--- src/rtl/csr_trap_pkg.sv ---
// csr_trap_pkg: op/state encodings, machine CSR addresses and the known-address check for csr_trap_unit.
package csr_trap_pkg;

    typedef enum logic [2:0] {
        OP_CSRRW = 3'd0,
        OP_CSRRS = 3'd1,
        OP_CSRRC = 3'd2,
        OP_ECALL = 3'd3,
        OP_MRET  = 3'd4
    } trap_op_e;

    typedef enum logic [2:0] {
        S_IDLE,
        S_READ,
        S_WRITE,
        S_TRAP,
        S_REDIR,
        S_RESP
    } trap_state_e;

    localparam logic [11:0] CSR_MSTATUS = 12'h300;
    localparam logic [11:0] CSR_MTVEC   = 12'h305;
    localparam logic [11:0] CSR_MEPC    = 12'h341;
    localparam logic [11:0] CSR_MCAUSE  = 12'h342;

    localparam int MCAUSE_ECALL_M = 11;

    function automatic logic csr_addr_known(input logic [11:0] addr);
        return addr inside {CSR_MSTATUS, CSR_MTVEC, CSR_MEPC, CSR_MCAUSE};
    endfunction

endpackage

--- src/rtl/csr_rmw_alu.sv ---
// csr_rmw_alu: new CSR value and write enable for CSRRW/CSRRS/CSRRC.
module csr_rmw_alu
    import csr_trap_pkg::*;
#(
    parameter int WIDTH = 32
) (
    input  logic [2:0]       op,
    input  logic [WIDTH-1:0] old_val,
    input  logic [WIDTH-1:0] src,
    input  logic             src_zero,
    output logic [WIDTH-1:0] new_val,
    output logic             wen
);

    always_comb begin
        new_val = op == OP_CSRRS ? (old_val | src) :
                  op == OP_CSRRC ? (old_val & ~src) : src;
        // set/clear with x0/zimm=0 must not write, so read-only CSRs stay readable
        wen = op == OP_CSRRW || ((op == OP_CSRRS || op == OP_CSRRC) && !src_zero);
    end

endmodule

--- src/rtl/csr_trap_unit.sv ---
// csr_trap_unit: sequences CSR read-modify-write, ECALL trap entry and MRET redirect into the CSR file.
// Optional CSR_TRAP_ADDR_CHECK_EN rejects CSR ops outside mstatus/mtvec/mepc/mcause.
module csr_trap_unit
    import csr_trap_pkg::*;
#(
    parameter int WIDTH = 32
) (
    input  logic             clk,
    input  logic             rst,
    input  logic             req_valid,
    output logic             req_ready,
    input  logic [2:0]       req_op,
    input  logic [11:0]      req_csr,
    input  logic [WIDTH-1:0] req_src,
    input  logic             req_src_zero,
    input  logic [WIDTH-1:0] req_pc,
    output logic             resp_valid,
    input  logic             resp_ready,
    output logic [WIDTH-1:0] resp_rdata,
    output logic             resp_err,
    output logic             redirect_valid,
    output logic [WIDTH-1:0] redirect_pc,
    output logic [11:0]      csr_addr,
    output logic             csr_wen,
    output logic [WIDTH-1:0] csr_wdata,
    output logic             csr_ecall,
    output logic [WIDTH-1:0] csr_pc,
    input  logic [WIDTH-1:0] csr_rdata,
    input  logic [WIDTH-1:0] csr_mtvec,
    input  logic [WIDTH-1:0] csr_mepc
);

    trap_state_e      state;
    logic [2:0]       op_q;
    logic [11:0]      csr_q;
    logic [WIDTH-1:0] src_q;
    logic             src_zero_q;
    logic [WIDTH-1:0] pc_q;
    logic [WIDTH-1:0] rdata_q;
    logic             err_q;
    logic             is_csr;
    logic             addr_ok;
    logic             alu_wen;

    always_comb begin
        is_csr = req_op == OP_CSRRW || req_op == OP_CSRRS || req_op == OP_CSRRC;
`ifdef CSR_TRAP_ADDR_CHECK_EN
        addr_ok = csr_addr_known(req_csr);
`else
        addr_ok = 1'b1;
`endif
    end

    csr_rmw_alu #(.WIDTH(WIDTH)) u_alu (
        .op       (op_q),
        .old_val  (rdata_q),
        .src      (src_q),
        .src_zero (src_zero_q),
        .new_val  (csr_wdata),
        .wen      (alu_wen)
    );

    always_ff @(posedge clk or posedge rst) begin
        if (rst) begin
            state      <= S_IDLE;
            op_q       <= '0;
            csr_q      <= '0;
            src_q      <= '0;
            src_zero_q <= 1'b0;
            pc_q       <= '0;
            rdata_q    <= '0;
            err_q      <= 1'b0;
        end else begin
            case (state)
                S_IDLE: if (req_valid) begin
                    op_q       <= req_op;
                    csr_q      <= req_csr;
                    src_q      <= req_src;
                    src_zero_q <= req_src_zero;
                    pc_q       <= req_pc;
                    rdata_q    <= '0;
                    err_q      <= is_csr ? !addr_ok : req_op > OP_MRET;
                    state      <= is_csr ? (addr_ok ? S_READ : S_RESP) :
                                  req_op == OP_ECALL ? S_TRAP :
                                  req_op == OP_MRET  ? S_REDIR : S_RESP;
                end
                S_READ: begin
                    rdata_q <= csr_rdata;
                    state   <= S_WRITE;
                end
                S_WRITE: state <= S_RESP;
                S_TRAP:  state <= S_REDIR;
                S_REDIR: state <= S_RESP;
                S_RESP:  if (resp_ready) state <= S_IDLE;
                default: state <= S_IDLE;
            endcase
        end
    end

    always_comb begin
        req_ready      = state == S_IDLE;
        resp_valid     = state == S_RESP;
        resp_rdata     = rdata_q;
        resp_err       = err_q;
        csr_addr       = csr_q;
        csr_wen        = state == S_WRITE && alu_wen;
        csr_ecall      = state == S_TRAP;
        csr_pc         = pc_q;
        redirect_valid = state == S_REDIR;
        // mtvec is sampled here, one cycle after trap entry updated the CSR file
        redirect_pc    = state != S_REDIR ? '0 : op_q == OP_ECALL ? csr_mtvec : csr_mepc;
    end

endmodule

--- config.mk ---
export PLATFORM = sky130hd
export DESIGN_NAME = csr_trap_unit
export DESIGN_NICKNAME = d
export VERILOG_FILES = /design/src/rtl/csr_trap_pkg.sv /design/src/rtl/csr_rmw_alu.sv /design/src/rtl/csr_trap_unit.sv
export SDC_FILE = /design/constraint.sdc
export NUM_CORES = 1
export LEC_CHECK = 0
export BUFFER_PORTS_ARGS = -buffer_cell sky130_fd_sc_hd__buf_2
export CAP_MARGIN = 20
export CORE_AREA = 8 8 121 123
export CTS_BUF_LIST = sky130_fd_sc_hd__clkbuf_4 sky130_fd_sc_hd__clkbuf_8
export DETAILED_ROUTE_END_ITERATION = 10
export DIE_AREA = 0 0 129 131
export GPL_TIMING_DRIVEN = 0
export HOLD_SLACK_MARGIN = 0.02
export PLACE_DENSITY_LB_ADDON = 0.2
export SLEW_MARGIN = 5
export SYNTH_ARGS = -nofsm -noshare
export SYNTH_HDL_FRONTEND = slang
export SYNTH_SLANG_ARGS = --single-unit
--- constraint.sdc ---
create_clock -name clk -period 10.1 [get_ports clk]
set_input_delay 0.505 -clock clk [delete_from_list [all_inputs] [get_ports clk]]
set_output_delay 0.505 -clock clk [all_outputs]
set_load 0.01 [all_outputs]
==> results.yml, run 1 <==
synth:
  synth_area_sq_um: 5840
  synth.distinct_cells: 32
  synth-seq-area-share_pct: 49.7
  synth_seq_cells: 116
  synthArstFlopShare_pct: 100
  syn-num-nets: 703
  synthCells: 523
  yosys_warnings: 0
  syn_avg_cell_area_sq_um: 11.2
  synth_ff_type: "dfrtp_1"
  synth_edf_count: 0
floorplanning:
  die-width_microns: 129
  core_sq_um: 12900
  die-area_sq_um: 16900
  ioPinCount: 326
  die_h_microns: 131
  fp-row-count: 42
  initial_core_util_pct: 45.4
worst_setup_path:
  cp_cell_sequence: "or3b_1, clkbuf_1, clkbuf_1, a22o_1, buf_2"
  crit_start: "op_q[0]$_DFFE_PP0P_"
  critPathArrivalTime_ps: 2230
  slowest_stage: "dfrtp_1"
  path_max_fanout: 10
  ff2ff_setup_slack_ps: 8190
  cp.required_ps: 9600
  cpPeakStageDelay_ps: 440
  crit_top_cell: "clkbuf_1"
  cp-start-kind: "flop"
  critPathCaptureType: "primary output"
  cp.buffers_inverters: 3
  path_delay_family: "buffers and inverters"
  r2r_start: "state[2]$_DFFE_PP0P_"
  path_class: "flop to primary output"
clock_network:
  ctsHtreeMaxLevel: 4
  clock-root-buffer: "clkbuf_8"
  post_cts_buffers: 0
  cts_hold_buf: 1
  cts_tree: "yes"
  cts_buffer_depth: 2
  insertion_delay_ps: 430
  cts_buffers: 17
  clk_pin_slew_worst_paths_ps: 70
  clock_sinks: 116
  post_cts_resized: 0
place:
  dpl_cell_area_sq_um: 7720
  hpwl_microns: 14600
  dp.cells: 1025
  place.port_buffers: 325
  gp_congestion: 0.831
timing:
  drv_slew: 0
  period_minus_slack_ps: 2740
  clock.fmax_ghz: 0.366
  tns_ps: 0
  setup_viol: 0
  hold_violations: 0
  fin_crit_sh_pct: 27.1
  rsz0062_at_grt: "no"
  tightestPinTransition_ps: 795
  clock_skew_ps: 13.6
  relSlewSlack_pct: 46.9
detailed_routing:
  wl_met2_microns: 9480
  vias_per_cell: 5.01
  vias: 5297
  top_layer: "met4"
  drc_errors: 0
  drt_iter0_drc: 230
  drtAntennaViolNets: 0
  drtPass1Iterations: 4
  postRouteWirelength_microns: 19000
  wl_met3_microns: 1550
  wl_per_cell_microns: 18.0
  wl_met1_microns: 7660
global_route:
  groute.usage.overall_pct: 21.9
  gr-total-overflow: 0
  grt_pass1_wl_microns: 28700
  antenna_found_initial: 0
  grt_pass1_vias: 5586
  grt_start_max_net_pins: 92
power_and_ir_drop:
  total_power_mw: 2.65
  power_density_nw_per_um2: 326
  ir_drop_mv: 0.182
  p_leak_nw: 4.22
finish:
  final_cell_mix: "buf_2, nand2_1, dfrtp_1"
  antenna_cells: 0
  layout_commonest_cell: "buf_2"
  nets: 1049
  syn2layout_area_growth_pct: 38.7
  drive_gt1_share_pct: 52.3
  design_area_sq_um: 8100
  instances_no_fill: 1057
  final_util_pct: 62.9
min_path:
  hold_start: "csr_rdata[3]"
  hold_path_class: "input pin to flop"
run:
  maxCapViolCount: 0
status:
  outcome: "finished clean"
[path summary, 6_finish.rpt]
check / to / cells after the start
min in group asynchronous: csr_pc[5]$_DFFE_PP0P_ / 3
worst max-delay path: csr_wdata[22] / 5
max in group asynchronous: resp_rdata[5]$_DFFE_PP0P_ / 4
worst max register to register: resp_rdata[6]$_DFFE_PP0P_ / 5
worst min register to register: csr_addr[3]$_DFFE_PP0P_ / 1
worst min-delay path: resp_rdata[3]$_DFFE_PP0P_ / 3
[cell type report]
| type | instances | area [sq um] |
|---|---|---|
| tap | 176 | 220 |
| buffer | 39 | 294 |
| fill | 1067 | 4770 |
| timing repair buffer | 327 | 1660 |
| sequential | 116 | 2900 |
| inverter | 4 | 20.0 |
| clock inverter | 9 | 80.1 |
| multi-input combinational | 364 | 2630 |
| clock buffer | 22 | 290 |
[metrics by stage]
step / hold slack [ps] / setup WS (ps)
2_1_floorplan: 489 / 6520
3_3_place_gp: 485 / 5300
3_5_place_dp: 480 / 7830
4_1_cts: 246 / 7320
5_1_grt: 273 / 7230
6_report: 276 / 7360
[worst register-to-register path, delay by kind of cell (launching register included)]
| family | cells | cell delay (ps) |
|---|---|---|
| buf+inv | 2 | 560 |
| simple gates | 2 | 770 |
| compound gates | 1 | 90 |
| flops | 1 | 400 |
[Yosys cell counts (2+ instances only)]
| cell | instances | area [sq um] |
|---|---|---|
| buf_12 | 7 | 140 |
| buf_2 | 9 | 45.0 |
| clkbuf_1 | 20 | 75.1 |
| nand2b_1 | 2 | 12.5 |
| o21ai_0 | 33 | 165 |
| or3b_2 | 2 | 17.5 |
| nor3b_1 | 2 | 15.0 |
| mux2_4 | 67 | 1010 |
| nor2_1 | 3 | 11.3 |
| dfrtp_1 | 116 | 2900 |
| nor2b_1 | 32 | 200 |
| a22o_1 | 32 | 280 |
| a211oi_1 | 2 | 15.0 |
| a21oi_1 | 34 | 170 |
| nand2_1 | 130 | 488 |
| mux2_2 | 13 | 146 |
| inv_1 | 4 | 15.0 |
[routing by layer]
layer	up-vias	track usage [%]
met5	-	0
met4	0	7.05
met3	22	7.59
met2	234	36.9
met1	2562	25.7
li1	2479	-
[registers in the layout (all words and copies together), names as in the netlist]
signal and cells:
op_q 3, src_q 32, resp_err 1, src_zero_q 1, resp_rdata 32, csr_addr 12
state 3, csr_pc 32
[power by group]
group	switching, mW	internal [mW]	total [mW]	leakage (nW)
clock network	0.187	0.216	0.403	0.183
registers	0.165	0.695	0.860	1.40
logic	0.684	0.698	1.38	2.63
total	1.04	1.61	2.65	4.22
[kinds of logic (layout without fill, tap and decap cells)]
group / count (synthesis) / count (layout) / synth area share, %
flip-flops: 116 / 116 / 49.7
buffers and inverters: 43 / 401 / 5.29
multiplexers: 81 / 81 / 19.9
XOR/XNOR: 1 / 1 / 0.150
AO/OA/AOI/OAI: 103 / 103 / 11.1
AND/OR/NAND/NOR: 178 / 178 / 13.7
adder cells (fa/ha/maj): 1 / 1 / 0.171
No activity file was read; power rests on OpenSTA's default activity.
==> run 2: changes to the inputs <==
Settings changed: CORE_AREA 8 8 121 123 to not set, CORE_MARGIN set to 8, CORE_UTILIZATION set to 42, DIE_AREA 0 0 129 131 to not set.
Clock period 10.1 ns to 2.4 ns, I/O delays scaled along.
==> run 2 against run 1 <==
Via count up 9.3%. Sequential cell count unchanged. Wire length up 13%. Combinational power rose to 4.4 times the previous value. Final cell count up 11%. Largest cell class is now buffers. Highest routed layer unchanged.
==> results.yml, run 2 (synthesized netlist as in run 1, its figures left out) <==
clock_network:
  insertion_delay_ps: 430
  clk_pin_slew_worst_paths_ps: 70
  cts_buffer_depth: 2
  cts_tree: "yes"
  cts_buffers: 17
  post_cts_buffers: 0
  ctsHtreeMaxLevel: 4
  clock-root-buffer: "clkbuf_8"
  clock_sinks: 116
timing:
  tns_ps: 0
  clock_skew_ps: 7.46
  fin_crit_sh_pct: 92.9
  drv_slew: 0
  setup_viol: 0
  hold_violations: 0
  tightestPinTransition_ps: 741
  rsz0062_at_grt: "no"
  clock.fmax_ghz: 0.449
  hold_slack_ps: 224
  relSlewSlack_pct: 50.5
  period_minus_slack_ps: 2230
worst_setup_path:
  cpPeakStageDelay_ps: 440
  path_max_fanout: 10
  path_class: "flop to primary output"
  critPathCaptureType: "primary output"
  r2r_start: "state[2]$_DFFE_PP0P_"
  cp_cell_sequence: "or3b_1, clkbuf_1, clkbuf_2, a22o_1, buf_2"
  crit_start: "op_q[0]$_DFFE_PP0P_"
  critPathArrivalTime_ps: 2110
  worst_r2r_path_depth: 5
  ff2ff_setup_slack_ps: 520
  crit_path_end: "csr_wdata[26]"
  cp.required_ps: 2280
  slowest_stage: "dfrtp_1"
  timing.rr.end: "resp_rdata[10]$_DFFE_PP0P_"
  cp-start-kind: "flop"
finish:
  syn2layout_area_growth_pct: 59.0
  multi_input_area_sq_um: 2630
  seq_area_sq_um: 2900
  nets: 1165
  design_area_sq_um: 9290
  final_cell_mix: "buf_2, nand2_1, dfrtp_1"
  drive_gt1_share_pct: 46.9
  layout_commonest_cell: "buf_2"
  final_util_pct: 67.7
  nFillCells: 1057
power_and_ir_drop:
  pwr-share-clk_pct: 14.9
  p_leak_nw: 4.73
  ir_drop_mv: 0.940
  power.switching_mw: 4.47
  p_seq_share_pct: 31.7
  switching_share_pct: 39.3
  power_density_nw_per_um2: 1230
  p_int_mw: 6.91
  power_frac_comb_pct: 53.4
place:
  hpwl_microns: 15200
  dpl_cell_area_sq_um: 7760
  place.port_buffers: 325
  gp_congestion: 1.03
detailed_routing:
  vias: 5790
  drtAntennaViolNets: 0
  wl_per_cell_microns: 18.1
  drtPass1Iterations: 5
  postRouteWirelength_microns: 21400
  vias_per_cell: 4.92
  drc_errors: 0
  drt_iter0_drc: 308
status:
  outcome: "finished clean"
global_route:
  gr-total-overflow: 0
  grt_pass1_vias: 6158
  antenna_found_initial: 0
  groute.usage.overall_pct: 23.6
  grt_pass1_wl_microns: 33600
  grt_start_max_net_pins: 37
floorplanning:
  die_h_microns: 134
  initial_core_util_pct: 42.6
  fp-row-count: 43
  die-width_microns: 134
  die-area_sq_um: 17900
  ioPinCount: 326
  core_sq_um: 13700
run:
  maxCapViolCount: 0
min_path:
  hold_path_class: "input pin to async pin"
## run 2: cell count changes in the layout (fill, tap and decap cells not counted)
cell	previous run	this run
clkbuf_2	0	5
buf_12	7	10
clkinvlp_4	4	2
clkinv_4	0	2
diode_2	0	1
buf_16	1	0
clkbuf_1	20	15
clkinv_2	4	5
dlygate4sd3_1	1	115
inv_6	1	0
## run 2: routing by layer
metal / wire, microns / GRT usage [%] / vias to the layer above
met1: 8360 / 27.5 / 2798
met4: 455 / 7.42 / 0
met5: 0 / 0 / -
met2: 11000 / 40.7 / 241
li1: - / - / 2713
met3: 1550 / 7.07 / 38
## run 2: layout make-up
| cell class | count | area share (%) |
|---|---|---|
| plain buffers | 39 | 3.23 |
| inverters | 4 | 0.202 |
| clock inverters | 9 | 0.862 |
| clock buffers | 22 | 3.12 |
| repair buffers | 443 | 30.5 |
| diodes | 1 | 0.0269 |
| multi-input cells | 364 | 28.3 |
| flip-flops and latches | 116 | 31.2 |
| well taps | 180 | 2.42 |
## run 2: worst min-delay path by stage
| stage | from | cells after the start | slack (ps) | to |
|---|---|---|---|---|
| global route | rst | 3 | 230 | csr_addr[1]$_DFFE_PP0P_ |
| finish | rst | 3 | 220 | csr_addr[0]$_DFFE_PP0P_ |
| detailed placement | rst | 2 | 120 | csr_addr[1]$_DFFE_PP0P_ |
| CTS | rst | 3 | 200 | csr_addr[1]$_DFFE_PP0P_ |
| floorplan | csr_rdata[0] | 2 | 240 | resp_rdata[0]$_DFFE_PP0P_ |
| global placement | csr_rdata[29] | 3 | 320 | resp_rdata[29]$_DFFE_PP0P_ |
## run 2: power by group through the flow
stage	Sequential (mW)	Combinational (mW)	Clock, mW
2_1_floorplan	3.79	3.49	0
3_3_place_gp	3.54	5.78	0
3_5_place_dp	3.61	5.90	0
4_1_cts	3.59	6.09	1.73
5_1_grt	3.73	6.58	1.82
6_report	3.61	6.08	1.70
## run 2: repair_timing
action                     4_1_cts  5_1_grt
setup endpoints to repair        3       30
hold endpoints to repair       165        0
gates resized for setup          1        8
hold buffers                   115        0
## run 2: stage by stage
| step | total power, mW | setup WS [ps] | std cells |
|---|---|---|---|
| 6_report | 11.4 | 171 | 1178 |
| 3_5_place_dp | 9.52 | 465 | 1031 |
| 2_1_floorplan | 7.28 | 700 | 523 |
| 5_1_grt | 12.1 | 24.9 | 1177 |
| 3_3_place_gp | 9.32 | 148 | 1028 |
| 4_1_cts | 11.4 | 33.2 | 1177 |
## run 2: worst max-delay path: cells and delay by family, from the launching register on
kind,cells,cell delay (ps)
AND/OR/NAND/NOR,1,390
flip-flops,1,440
buffers and inverters,3,570
AO/OA/AOI/OAI,1,280
==> run 3: changes to the inputs <==
Settings changed: BUFFER_PORTS_ARGS -buffer_cell sky130_fd_sc_hd__buf_2 to -buffer_cell sky130_fd_sc_hd__buf_4, CORE_UTILIZATION 42 to 46.
Clock period 2.4 ns to 2.55 ns, I/O delays scaled along.
==> run 3 against run 2 <==
Final cell count is 0.42% lower. Clock skew is 2.7 ps higher. Count of clock-buffer cells in the layout is 1 higher. Sequential share of layout area is 2.7 points lower. Utilization is 14 points higher. First-iteration DRC count is 28% higher. Sequential cell count stayed put. Via count is 5.0% higher. Non-clock buffer count is 1 lower. Sequential power is 2% lower. Critical endpoint is now redirect_pc[4]. Highest routed layer unchanged.
==> results.yml, run 3 (synthesized netlist as in run 1, its figures left out) <==
status:
  outcome: "finished clean"
finish:
  final_util_pct: 81.3
  nets: 1164
  layout_commonest_cell: "buf_4"
  drive_gt1_share_pct: 46.5
  final_cell_mix: "buf_4, nand2_1, dfrtp_1"
  nFillCells: 707
  instances_no_fill: 1173
  syn2layout_area_growth_pct: 74.1
timing:
  relSlewSlack_pct: 52.3
  fin_crit_sh_pct: 91.4
  rsz0062_at_grt: "no"
  postLayoutSetupSlackWorst_ps: 220
  hold_violations: 0
  period_minus_slack_ps: 2330
  setup_viol: 0
  clock.fmax_ghz: 0.429
  clock_skew_ps: 10.2
  drv_slew: 0
  tns_ps: 0
  tightestPinTransition_ps: 713
clock_network:
  cts_hold_buf: 114
  post_cts_buffers: 0
  ctsHtreeMaxLevel: 4
  cts_tree: "yes"
  cts_buffer_depth: 2
  cts_buffers: 17
  insertion_delay_ps: 440
  post_cts_resized: 0
  clk_pin_slew_worst_paths_ps: 60
  clock-root-buffer: "clkbuf_8"
  clock_sinks: 116
floorplanning:
  ioPinCount: 326
  die-width_microns: 129
  die-area_sq_um: 16600
  core_sq_um: 12500
  initial_core_util_pct: 46.7
  die_h_microns: 129
  fp-row-count: 41
global_route:
  grt_pass1_wl_microns: 37500
  antenna_found_initial: 3
  groute.usage.overall_pct: 29.5
  grt_start_max_net_pins: 41
  grt_pass1_vias: 6765
  gr-total-overflow: 0
run:
  maxCapViolCount: 0
worst_setup_path:
  cp.required_ps: 2420
  path_max_fanout: 10
  critPathCaptureType: "primary output"
  cp-start-kind: "flop"
  path_class: "flop to primary output"
  critPathArrivalTime_ps: 2200
detailed_routing:
  drt_iter0_drc: 395
  wl_per_cell_microns: 20.9
  drtPass1Iterations: 5
  vias_per_cell: 5.18
  vias: 6079
  drc_errors: 0
  postRouteWirelength_microns: 24500
  drtAntennaViolNets: 0
place:
  hpwl_microns: 15700
  dp.cells: 1023
  place_ws_ps: 660
  place.port_buffers: 325
  gp_congestion: 0.901
power_and_ir_drop:
  power_density_nw_per_um2: 1190
  ir_drop_mv: 0.776
  p_leak_nw: 4.99
min_path:
  hold_path_class: "input pin to flop"
==> run 3: layout make-up <==
| class | instances | area, sq um | share of cell area (%) |
|---|---|---|---|
| clock buffer | 23 | 310 | 3.05 |
| clock inverter | 9 | 148 | 1.45 |
| sequential | 116 | 2900 | 28.5 |
| antenna | 4 | 10.0 | 0.0984 |
| inverter | 4 | 18.8 | 0.185 |
| multi-input combinational | 364 | 2630 | 25.9 |
| tap | 172 | 215 | 2.12 |
| buffer | 39 | 294 | 2.89 |
| timing repair buffer | 442 | 3640 | 35.8 |
==> run 3: metal layers <==
layer  GRT usage, %  up-vias  share of wire, %  routed length, microns
met3           8.56       76               7.9                    1950
met4           14.1        0               3.7                     911
met5              0        -                 0                       0
met2           53.1      346                53                   13100
li1               -     2713                 -                       -
met1           31.1     2944                35                    8630
==> run 3: where the power goes <==
group          total, mW  internal, mW  switching (mW)  leakage, nW
Combinational       6.59          3.56            3.03         3.35
Sequential          3.52          2.76           0.761         1.40
Clock               1.96          1.20           0.758        0.235
==> run 3: per-stage QoR <==
stage / hold slack, ps / cell area [sq um] / total power, mW
detailed placement: 148 / 8560 / 9.72
global route: 39.7 / 10200 / 12.7
global placement: 330 / 8500 / 9.52
CTS: 29.9 / 10200 / 11.9
finish: 54.5 / 10200 / 12.1
floorplan: 244 / 5850 / 6.86
==> run 3: worst paths after layout <==
check,start,endpoint,slack [ps],cells past startpoint
worst max-delay path,op_q[2]$_DFFE_PP0P_,redirect_pc[4],220,6
worst min-delay path,req_valid,state[1]$_DFFE_PP0P_,50,3
worst max register to register,state[2]$_DFFE_PP0P_,resp_rdata[14]$_DFFE_PP0P_,630,5
worst min register to register,csr_pc[30]$_DFFE_PP0P_,csr_pc[30]$_DFFE_PP0P_,510,1
max in group asynchronous,rst,src_q[5]$_DFFE_PP0P_,1540,5
min in group asynchronous,rst,csr_addr[0]$_DFFE_PP0P_,250,3
==> run 3: worst max-delay path: stages (launching register included) <==
cell	delay [ps]
dfrtp_1	430
and3b_1	220
clkbuf_1	170
clkbuf_1	390
nand2_1	100
a21oi_1	270
buf_4	180
